`src/rtl/bcd_serial_addsub.sv`:
```
// Digit-serial packed-BCD adder/subtractor: one decimal digit per clock, LSD first,
// with a start/busy/done handshake and a flag for non-BCD operand digits.
module bcd_serial_addsub #(
    parameter  int DIGITS = 4,
    localparam int W      = 4 * DIGITS
) (
    input  logic         clk,
    input  logic         rst,
    input  logic         start,
    input  logic         sub,
    input  logic [W-1:0] a,
    input  logic [W-1:0] b,
    input  logic         c,
    output logic [W-1:0] s,
    output logic         C,
    output logic         busy,
    output logic         done,
    output logic         invalid
);

    localparam int IW = (DIGITS > 1) ? $clog2(DIGITS) : 1;

    typedef enum logic [1:0] {
        IDLE = 2'd0,
        RUN  = 2'd1,
        DONE = 2'd2
    } state_t;

    state_t         state, state_nxt;
    logic           accept;
    logic           last_digit;

    logic [W-1:0]   a_q, b_q, acc;
    logic           sub_q, carry_q;
    logic [IW-1:0]  idx;

    logic [3:0]     a_dig, b_dig, bd, res_dig;
    logic [4:0]     t;
    logic           carry_nxt;
    logic [W-1:0]   acc_nxt;

    function automatic logic has_bad_digit(input logic [W-1:0] v);
        logic bad;
        bad = 1'b0;
        for (int i = 0; i < DIGITS; i++) begin
            if (v[i*4 +: 4] > 4'd9) bad = 1'b1;
        end
        return bad;
    endfunction

    assign last_digit = (idx == IW'(DIGITS - 1));

    // NOTE: every output of a combinational block gets a default first, so no path can infer a latch.
    always_comb begin
        state_nxt = state;
        busy      = 1'b0;
        done      = 1'b0;
        accept    = 1'b0;
        case (state)
            IDLE: begin
                if (start) begin
                    accept    = 1'b1;
                    state_nxt = RUN;
                end
            end
            RUN: begin
                busy = 1'b1;
                if (last_digit) state_nxt = DONE;
            end
            DONE: begin
                done = 1'b1;
                if (start) begin
                    accept    = 1'b1;
                    state_nxt = RUN;
                end else begin
                    state_nxt = IDLE;
                end
            end
            default: state_nxt = IDLE;
        endcase
    end

    // Operands shift right each digit, so the current digit is always in the low nibble.
    always_comb begin
        a_dig     = a_q[3:0];
        b_dig     = b_q[3:0];
        bd        = sub_q ? (4'd9 - b_dig) : b_dig;
        t         = {1'b0, a_dig} + {1'b0, bd} + {4'd0, carry_q};
        res_dig   = t[3:0];
        carry_nxt = 1'b0;
        if (t > 5'd9) begin
            res_dig   = t[3:0] + 4'd6;
            carry_nxt = 1'b1;
        end
        acc_nxt = (acc >> 4) | (W'(res_dig) << (W - 4));
    end

    // NOTE: sequential state uses non-blocking assignments so every register samples pre-edge values.
    always_ff @(posedge clk or posedge rst) begin
        if (rst) begin
            state <= IDLE;
        end else begin
            state <= state_nxt;
        end
    end

    always_ff @(posedge clk or posedge rst) begin
        if (rst) begin
            a_q     <= '0;
            b_q     <= '0;
            acc     <= '0;
            sub_q   <= 1'b0;
            carry_q <= 1'b0;
            idx     <= '0;
            s       <= '0;
            C       <= 1'b0;
            invalid <= 1'b0;
        end else if (accept) begin
            a_q     <= a;
            b_q     <= b;
            acc     <= '0;
            sub_q   <= sub;
            carry_q <= sub ? ~c : c;
            idx     <= '0;
            invalid <= has_bad_digit(a) | has_bad_digit(b);
        end else if (state == RUN) begin
            a_q     <= a_q >> 4;
            b_q     <= b_q >> 4;
            acc     <= acc_nxt;
            carry_q <= carry_nxt;
            idx     <= idx + 1'b1;
            if (last_digit) begin
                s <= acc_nxt;
                C <= carry_nxt;
            end
        end
    end

endmodule

```
`config.mk`:
```
export PLATFORM = sky130hd
export DESIGN_NAME = bcd_serial_addsub
export DESIGN_NICKNAME = d
export VERILOG_FILES = /design/src/rtl/bcd_serial_addsub.sv
export SDC_FILE = /design/constraint.sdc
export NUM_CORES = 1
export LEC_CHECK = 0
export ABC_AREA = 1
export BUFFER_PORTS_ARGS = -buffer_cell sky130_fd_sc_hd__buf_2
export CAP_MARGIN = 20
export CORE_MARGIN = 4
export CORE_UTILIZATION = 59
export DETAILED_ROUTE_END_ITERATION = 8
export PLACE_DENSITY = 0.82
export SLEW_MARGIN = 20
export SYNTH_ARGS = -nofsm -noshare
export SYNTH_HDL_FRONTEND = slang
export SYNTH_SLANG_ARGS = --single-unit
```
`constraint.sdc`:
```
create_clock -name clk -period 4.65 [get_ports clk]
set_clock_uncertainty 0.15 [all_clocks]
set_input_delay 0.465 -clock clk [delete_from_list [all_inputs] [get_ports clk]]
set_output_delay 0.465 -clock clk [all_outputs]
set_load 0.02 [all_outputs]
```
Yosys cells after proc, flatten, opt, wreduce, memory -nomap -nowiden
Index checks and enable logic that the tools add are counted.

operators by class
  add/subtract/negate cells = 5
  magnitude comparators = 9
  equality and inequality tests = 5
  mux-type cells = 32
  bitwise operators = 4
  reductions and logical operators = 5

operators by type and width
  cell                                                number
  2-to-1 mux 16 bit                                   6
  > comparator 4 bit, second input constant           8
  2-to-1 mux 1 bit                                    19
  bitwise OR 12 x 16 -> 16 bit                        1
  2-to-1 mux 2 bit                                    4
  2-to-1 mux 4 bit                                    2
  case mux 2 bit (3 select lines)                     1
  adder 4 x 4 -> 5 bit                                1
  adder 5 x 1 -> 5 bit                                1
  > comparator 5 x 4 -> 1 bit, second input constant  1
  adder 4 x 3 -> 4 bit, second input constant         1
  == test 2 bit, second input constant                2
  inequality test 2 bit, second input constant        2
  subtractor 4 bit, first input constant              1
  AND reduction 3 bit                                 1
  adder 2 x 1 -> 2 bit, second input constant         1
  == test 2 x 1 -> 1 bit, second input constant       1
  logical NOT 2 bit                                   1
  NOT 1 bit                                           2
  AND reduction 2 bit                                 1
  nonzero test 2 bit                                  1
  OR reduction 2 bit                                  1
  bitwise OR 1 bit                                    1

storage, ports and cells
  register bits after elaboration = 72
  input bits = 37
  logic and storage cells = 70

Logic depth before layout (Yosys ltp)
Gate-level depths: netlist (run 1).

  depth in word-level cells = 9
  depth in mapped cells = 17

Worst setup path before layout (run 1)
No wires, ideal clock.

  kind = register to register
  start point = register sub_q
  end point = register acc[15]
  setup time = 117 ps
  arrival = 2238 ps
  slack = 2146 ps
  cell stages (with the launch flop) = 15
  clock period less this slack = 2504 ps
  cells stage by stage = dfrtp_1 -> xnor2_1 -> fa_1 -> inv_1 -> fa_1 -> inv_1 -> ha_1 -> nand2_1 -> a21boi_2 -> nand2_2 -> nand2_2 -> nand2_1 -> nand2_1 -> nand2_1 -> nand2_1

on the way
  longest elaborated chain between the ends = 8
  elaborated cells between the ends (all ways) = 9
  classes of those cells = add/sub (3); order compare (1); mux (4); bitwise (1)

RTL lines
  item                                                                        RTL line  text
  start: declaration                                                          34        logic sub_q, carry_q;
  start signal: assignment                                                    122       sub_q <= sub;
  2-to-1 mux 4 bit *                                                          87        bd = sub_q ? (4'd9 - b_dig) : b_dig;
  adder 4 x 4 -> 5 bit *                                                      88        t = {1'b0, a_dig} + {1'b0, bd} + {4'd0, carry_q};
  adder 5 x 1 -> 5 bit *                                                      88
  adder 4 x 3 -> 4 bit / > comparator 5 x 4 -> 1 bit (equally long branches)  92, 91
  2-to-1 mux 4 bit *                                                          91        if (t > 5'd9) begin
  bitwise OR 12 x 16 -> 16 bit *                                              95        acc_nxt = (acc >> 4) | (W'(res_dig) << (W - 4));
  2-to-1 mux 16 bit *                                                         126       end else if (state == RUN) begin
  2-to-1 mux 16 bit *                                                         118       end else if (accept) begin
  end signal: assignment                                                      129       acc <= acc_nxt;
  end: declaration                                                            33        logic [W-1:0] a_q, b_q, acc;

Every way passes the cells marked *; elsewhere a longest branch is shown, timed or not. The select of a mux whose other input is x is not followed.
A chain may end at the register's enable or synchronous reset.

Final worst setup path (run 1)
  start point = register sub_q
  end point = register s[15]

on the way
  longest elaborated chain between the ends = 6
  elaborated cells between the ends (all ways) = 7
  classes of those cells = add/sub (3); order compare (1); mux (2); bitwise (1)

RTL lines
  item                                                                        RTL line  text
  2-to-1 mux 4 bit *                                                          87
  adder 4 x 4 -> 5 bit *                                                      88
  adder 5 x 1 -> 5 bit *                                                      88
  adder 4 x 3 -> 4 bit / > comparator 5 x 4 -> 1 bit (equally long branches)  92, 91
  2-to-1 mux 4 bit *                                                          91
  bitwise OR 12 x 16 -> 16 bit *                                              95
  end signal: assignment                                                      133       s <= acc_nxt;
  end: declaration                                                            14        output logic [W-1:0] s,

Every way passes the cells marked *; elsewhere a longest branch is shown, timed or not.

==> results of run 1 <==
flip-flops by register name, indices dropped and copies added, names as in the netlist:
signal,flops
a_q,16
b_q,16
s,16
acc,12
idx,2
state,2
C,1
carry_q,1
invalid,1
sub_q,1
routing by layer:
| metal | share of wire (%) | GRT usage, % | vias to the layer above |
|---|---|---|---|
| met5 | 0 | 0 | - |
| met4 | 2.2 | 8.28 | 0 |
| met3 | 6.0 | 5.83 | 15 |
| met2 | 49 | 35.5 | 83 |
| met1 | 43 | 28.2 | 1171 |
| li1 | - | - | 1214 |
where the power goes:
part | internal [uW] | total [uW] | switching, uW
clock network | 314 | 532 | 218
logic | 544 | 1570 | 1030
registers | 863 | 974 | 111
total | 1720 | 3070 | 1350
placed cells by master, fill, tap and decap left out, types with 2 or more instances in the layout:
cell type  netlist  layout
a21oi_1          6       6
inv_1           54      53
o211ai_1         5       5
fa_1             2       2
nand3_1         16      16
o22ai_1          9       9
nand4_1          2       2
dfrtp_1         68      68
o221ai_1        18      18
o21ai_0         36      36
clkinv_2         0       3
clkbuf_8         0      10
bufinv_16        0       2
nand2_1         81      81
nor2_1           4       4
inv_2            3       4
ha_1             6       6
nand2_2          4       4
buf_2           11      56
kinds of logic (layout without fill, tap and decap cells):
| family | Yosys count | in the layout | share of synthesized area [%] |
|---|---|---|---|
| buffers and inverters | 70 | 130 | 9.44 |
| AOI/OAI and AO/OA | 77 | 77 | 16.0 |
| and+or+nand+nor | 109 | 109 | 15.2 |
| DFF | 68 | 68 | 55.1 |
| xor gates and xnor gates | 2 | 2 | 0.567 |
| adders and majority gates | 8 | 8 | 3.73 |
final timing paths:
path | cells past startpoint | slack [ns] | to | from
worst max-delay path | 14 | 1.91 | s[15] | sub_q
worst min-delay path | 3 | 0.18 | a_q[12] | a[12]
worst max register to register | 14 | 1.91 | s[15] | sub_q
worst min register to register | 2 | 0.33 | s[2] | s[2]
max in group asynchronous | 3 | 3.59 | b_q[6] | rst
min in group asynchronous | 3 | 0.20 | acc[14] | rst
final cells by class:
type / instances / area share (%)
sequential: 68 / 47.2
multi-input combinational: 196 / 30.4
timing repair buffer: 57 / 7.99
inverter: 57 / 5.94
clock buffer: 11 / 3.92
tap: 70 / 2.43
clock inverter: 5 / 2.08
through the flow:
step	area (um2)	hold slack (ns)	utilization, %	setup slack [ns]	cells
after floorplan	3090	0.299	-	2.15	334
after global placement	3390	0.307	66.7	2.06	448
after detailed placement	3390	0.312	66.7	1.93	448
after CTS	3600	0.171	71.0	1.91	464
after global routing	3600	0.191	71.0	1.73	464
final	3600	0.175	71.0	1.91	464
Yosys cell counts (all sizes together):
cell	count
inv	57
o211ai	5
nand2	86
buf	13
fa	2
o21ai	36
nand4	2
a21boi	1
xor2	1
nand3	16
a22o	1
dfrtp	68
o221ai	18
xnor2	1
a21oi	6
nor2	5
ha	6
o22ai	10
worst max-delay path: stages (launching register included):
cell and delay (ns):
dfrtp_1 0.43, xnor2_1 0.16, fa_1 0.37, inv_1 0.11
fa_1 0.45, inv_1 0.10, ha_1 0.19, nand2_1 0.06
a21boi_2 0.15, nand2_2 0.10, nand2_2 0.08, nand2_1 0.09
nand2_1 0.06, nand2_1 0.08, nand2_1 0.06
==> flow_metrics.tcl, run 1 <==
set metrics [dict create \
    status "completed" \
    rsz0062_at_grt "false" \
    worstSetupStartpointType "register" \
    port-buffer-count 56 \
    ir_drop_mv 0.371 \
    grt_max_degree 69 \
    routed_via_density 5.35 \
    die_w_um 80.3 \
    drive_gt1_share_pct 21.3 \
    cts.path.max_buffers 2 \
    vias 2483 \
    design_power_total_uw 3070 \
    path_class "register to register" \
    ys_types 24 \
    multi_input_area_um2 1090 \
    clockRootBuffer "clkbuf_8" \
    ctsHtreeMaxLevel 3 \
    syn-num-nets 379 \
    clk_pin_slew_ns 0.08 \
    tightest_slew_ns 0.850 \
    start_util_pct 60.8 \
    finalCritPeriodShare_pct 58.9 \
    maxSlewViolCount 0 \
    max_freq_ghz 0.365 \
    synth_seq_area_share_pct 55.1 \
    hold_viol 0 \
    rows 26 \
    slew_headroom_pct 43.3 \
    synth_top_area_share_pct 55.1 \
    overflow 0 \
    ctsHoldBuffers 0 \
    detail-route-antenna-nets 0 \
    cp-end-kind "register" \
    drt_pass1_iterations 4 \
    drcViolationCount 0 \
    synth.avg_cell_area_um2 9.25 \
    regArea_um2 1700 \
    nets 434 \
    die_area_um2 6460 \
    antenna_found_initial 0 \
    drv_cap 0 \
    grt_pass1_wl_um 10800 \
    worstSkewPairLatency_ns 0.35 \
    drt_iter0_drc 164 \
    core-area_um2 5070 \
    wirelength_um 6340 \
    hpwl_um 4330 \
    min_path_type "primary input to register" \
    path_max_fanout 5 \
    grt_use_total_pct 21.9 \
    fill_cells 419 \
    io_pins 57 \
    ys_warn_count 0 \
    die_h_um 80.3 \
    worstPathArrival_ns 2.82 \
    yosys.area.top_type "dfrtp_1" \
    syn_inst 334 \
    numCtsBuffers 9 \
    leakage_uw 0.00185 \
    fin_crit_ns 2.74 \
    required_ns 4.73 \
    synth-seq-cells 68 \
    setup_viol 0 \
    area.growth.synth_to_final_pct 16.7 \
    yosys-top-cells-area "dfrtp_1 55%, nand2_1 9.8%, inv_1 6.6%, o21ai_0 5.8%, o221ai_1 5.1%" \
    post-cts-setup-buffers 0 \
    gp_congestion 0.787 \
    syn-cell-area_um2 3090 \
    cts_resized 0 \
    cts_tree "done" \
    power_density_nw_per_um2 853 \
    setup_tns_ns 0 \
    diodes 0 \
    drt-wirelength-per-cell_um 13.7 \
    clock_sinks 68 \
    grt_pass1_vias 2433 \
]
Note: power is estimated with default switching activity, not from simulation.
==> inputs of run 2 (changes only) <==
- CORE_UTILIZATION: 59 -> 55
- PLACE_DENSITY: 0.82 -> 0.77
- clock period: 4.65 -> 2.59 ns (I/O delays scaled with it)
==> flow_metrics.tcl, run 2 (synthesis gave the netlist of run 1 again) <==
set metrics [dict create \
    reg2reg_to "acc[13]" \
    grt_use_total_pct 22.3 \
    clk_pin_slew_ns 0.07 \
    worstSetupStartpointType "register" \
    ir_drop_mv 0.764 \
    core-area_um2 5470 \
    wirelength_um 7050 \
    numCtsBuffers 9 \
    setup_viol 0 \
    r2r_slack_ns 0.009 \
    fin_crit_ns 2.58 \
    final_util_pct 72.8 \
    mostFrequentLayoutCells "75 x nand2_1, 68 x dfrtp_1, 56 x buf_2" \
    rr_worst_depth 12 \
    status "completed" \
    drive_gt1_share_pct 25.9 \
    min_path_type "primary input to register" \
    clock_sinks 68 \
    clockRootBuffer "clkbuf_8" \
    port-buffer-count 56 \
    rows 27 \
    hpwl_um 4510 \
    worstPathArrival_ns 2.64 \
    maxSlewViolCount 0 \
    whs_ns 0.00732 \
    nets 465 \
    diodes 0 \
    power_density_nw_per_um2 1570 \
    regArea_um2 1700 \
    overflow 0 \
    ctsHtreeMaxLevel 3 \
    die_w_um 82.9 \
    drt_pass1_iterations 4 \
    die_area_um2 6880 \
    drt-wirelength-per-cell_um 14.2 \
    path_class "register to register" \
    io_pins 57 \
    holdPathStages 3 \
    antenna_found_initial 0 \
    cts.path.max_buffers 2 \
    multi_input_area_um2 1160 \
    cp-end-kind "register" \
    die_h_um 82.9 \
    hold_viol 0 \
    finalCritPeriodShare_pct 99.7 \
    leakage_uw 0.00200 \
    routed_via_density 5.32 \
    drcViolationCount 0 \
    slew_headroom_pct 59.0 \
    layout_commonest_cell "nand2_1" \
    fin_ws_ns 0.00872 \
    cts_tree "done" \
    rsz0062_at_grt "true" \
    fill_cells 427 \
    grt_max_degree 42 \
    vias 2646 \
    tightest_slew_ns 0.614 \
    required_ns 2.65 \
    worstSkewPairLatency_ns 0.34 \
    gp_congestion 0.794 \
    crit_path_end "acc[13]" \
    critPathLaunch "sub_q" \
    drv_cap 0 \
    largestRegisters "a_q: 16 flops, b_q: 16 flops, s: 16 flops" \
    grt_pass1_wl_um 12300 \
    grt_pass1_vias 2731 \
    place_ws_ns -0.0164 \
    worstReg2RegStart "sub_q" \
    area.growth.synth_to_final_pct 29.1 \
    start_util_pct 56.4 \
    max_freq_ghz 0.387 \
    drt_iter0_drc 95 \
    detail-route-antenna-nets 0 \
    path_max_fanout 4 \
]
run 2: repair_timing:
action | CTS | global route
hold buffers | 22 | 0
cloned | 0 | 0
endpoints found under the hold margin | 48 | 0
buffers inserted | 2 | 2
resized for setup | 5 | 16
pin swaps | 5 | 8
endpoints found under the setup margin | 4 | 8
run 2: worst min-delay path by stage:
stage          start      end
2_1_floorplan    sub    sub_q
3_3_place_gp     rst  acc[11]
3_5_place_dp     rst  acc[11]
4_1_cts        b[11]  b_q[11]
5_1_grt        a[11]  a_q[11]
6_report       a[11]  a_q[11]
run 2: worst max-delay path, cell delays in order (launching register included):
cell and delay [ns]:
dfrtp_1 0.41, xnor2_2 0.15, fa_2 0.34, inv_2 0.08
fa_2 0.45, inv_2 0.09, ha_4 0.13, nand2_2 0.04
a21boi_2 0.15, nand2_2 0.12, nand3_1 0.14, nand3_2 0.14
o21ai_2 0.06
run 2: final cells by class:
cell class	count	area share, %
Timing Repair Buffer	88	14.8
Sequential cell	68	42.7
Inverter	57	5.37
Clock inverter	3	1.73
Multi-Input combinational cell	196	29.2
Tap cell	72	2.26
Clock buffer	13	3.99
run 2: per-stage QoR:
stage	power (uW)	area (um2)	TNS, ns	instances
2_1_floorplan	3980	3090	0	334
3_3_place_gp	4540	3440	0	455
3_5_place_dp	4680	3440	-0.0435	455
4_1_cts	5850	3920	-0.00812	495
5_1_grt	6820	3990	-0.290	497
6_report	6260	3990	0	497
run 2: power breakdown:
part / switching, uW / internal (uW)
logic: 2190 / 1340
clock network: 390 / 598
registers: 200 / 1550
total: 2780 / 3490
run 2: routing by layer:
metal | track usage [%] | wire length [um] | vias up
li1 | - | - | 1275
met1 | 26.9 | 2950 | 1255
met2 | 37.1 | 3470 | 92
met3 | 4.56 | 386 | 24
met4 | 12.5 | 250 | 0
met5 | 0 | 0 | -
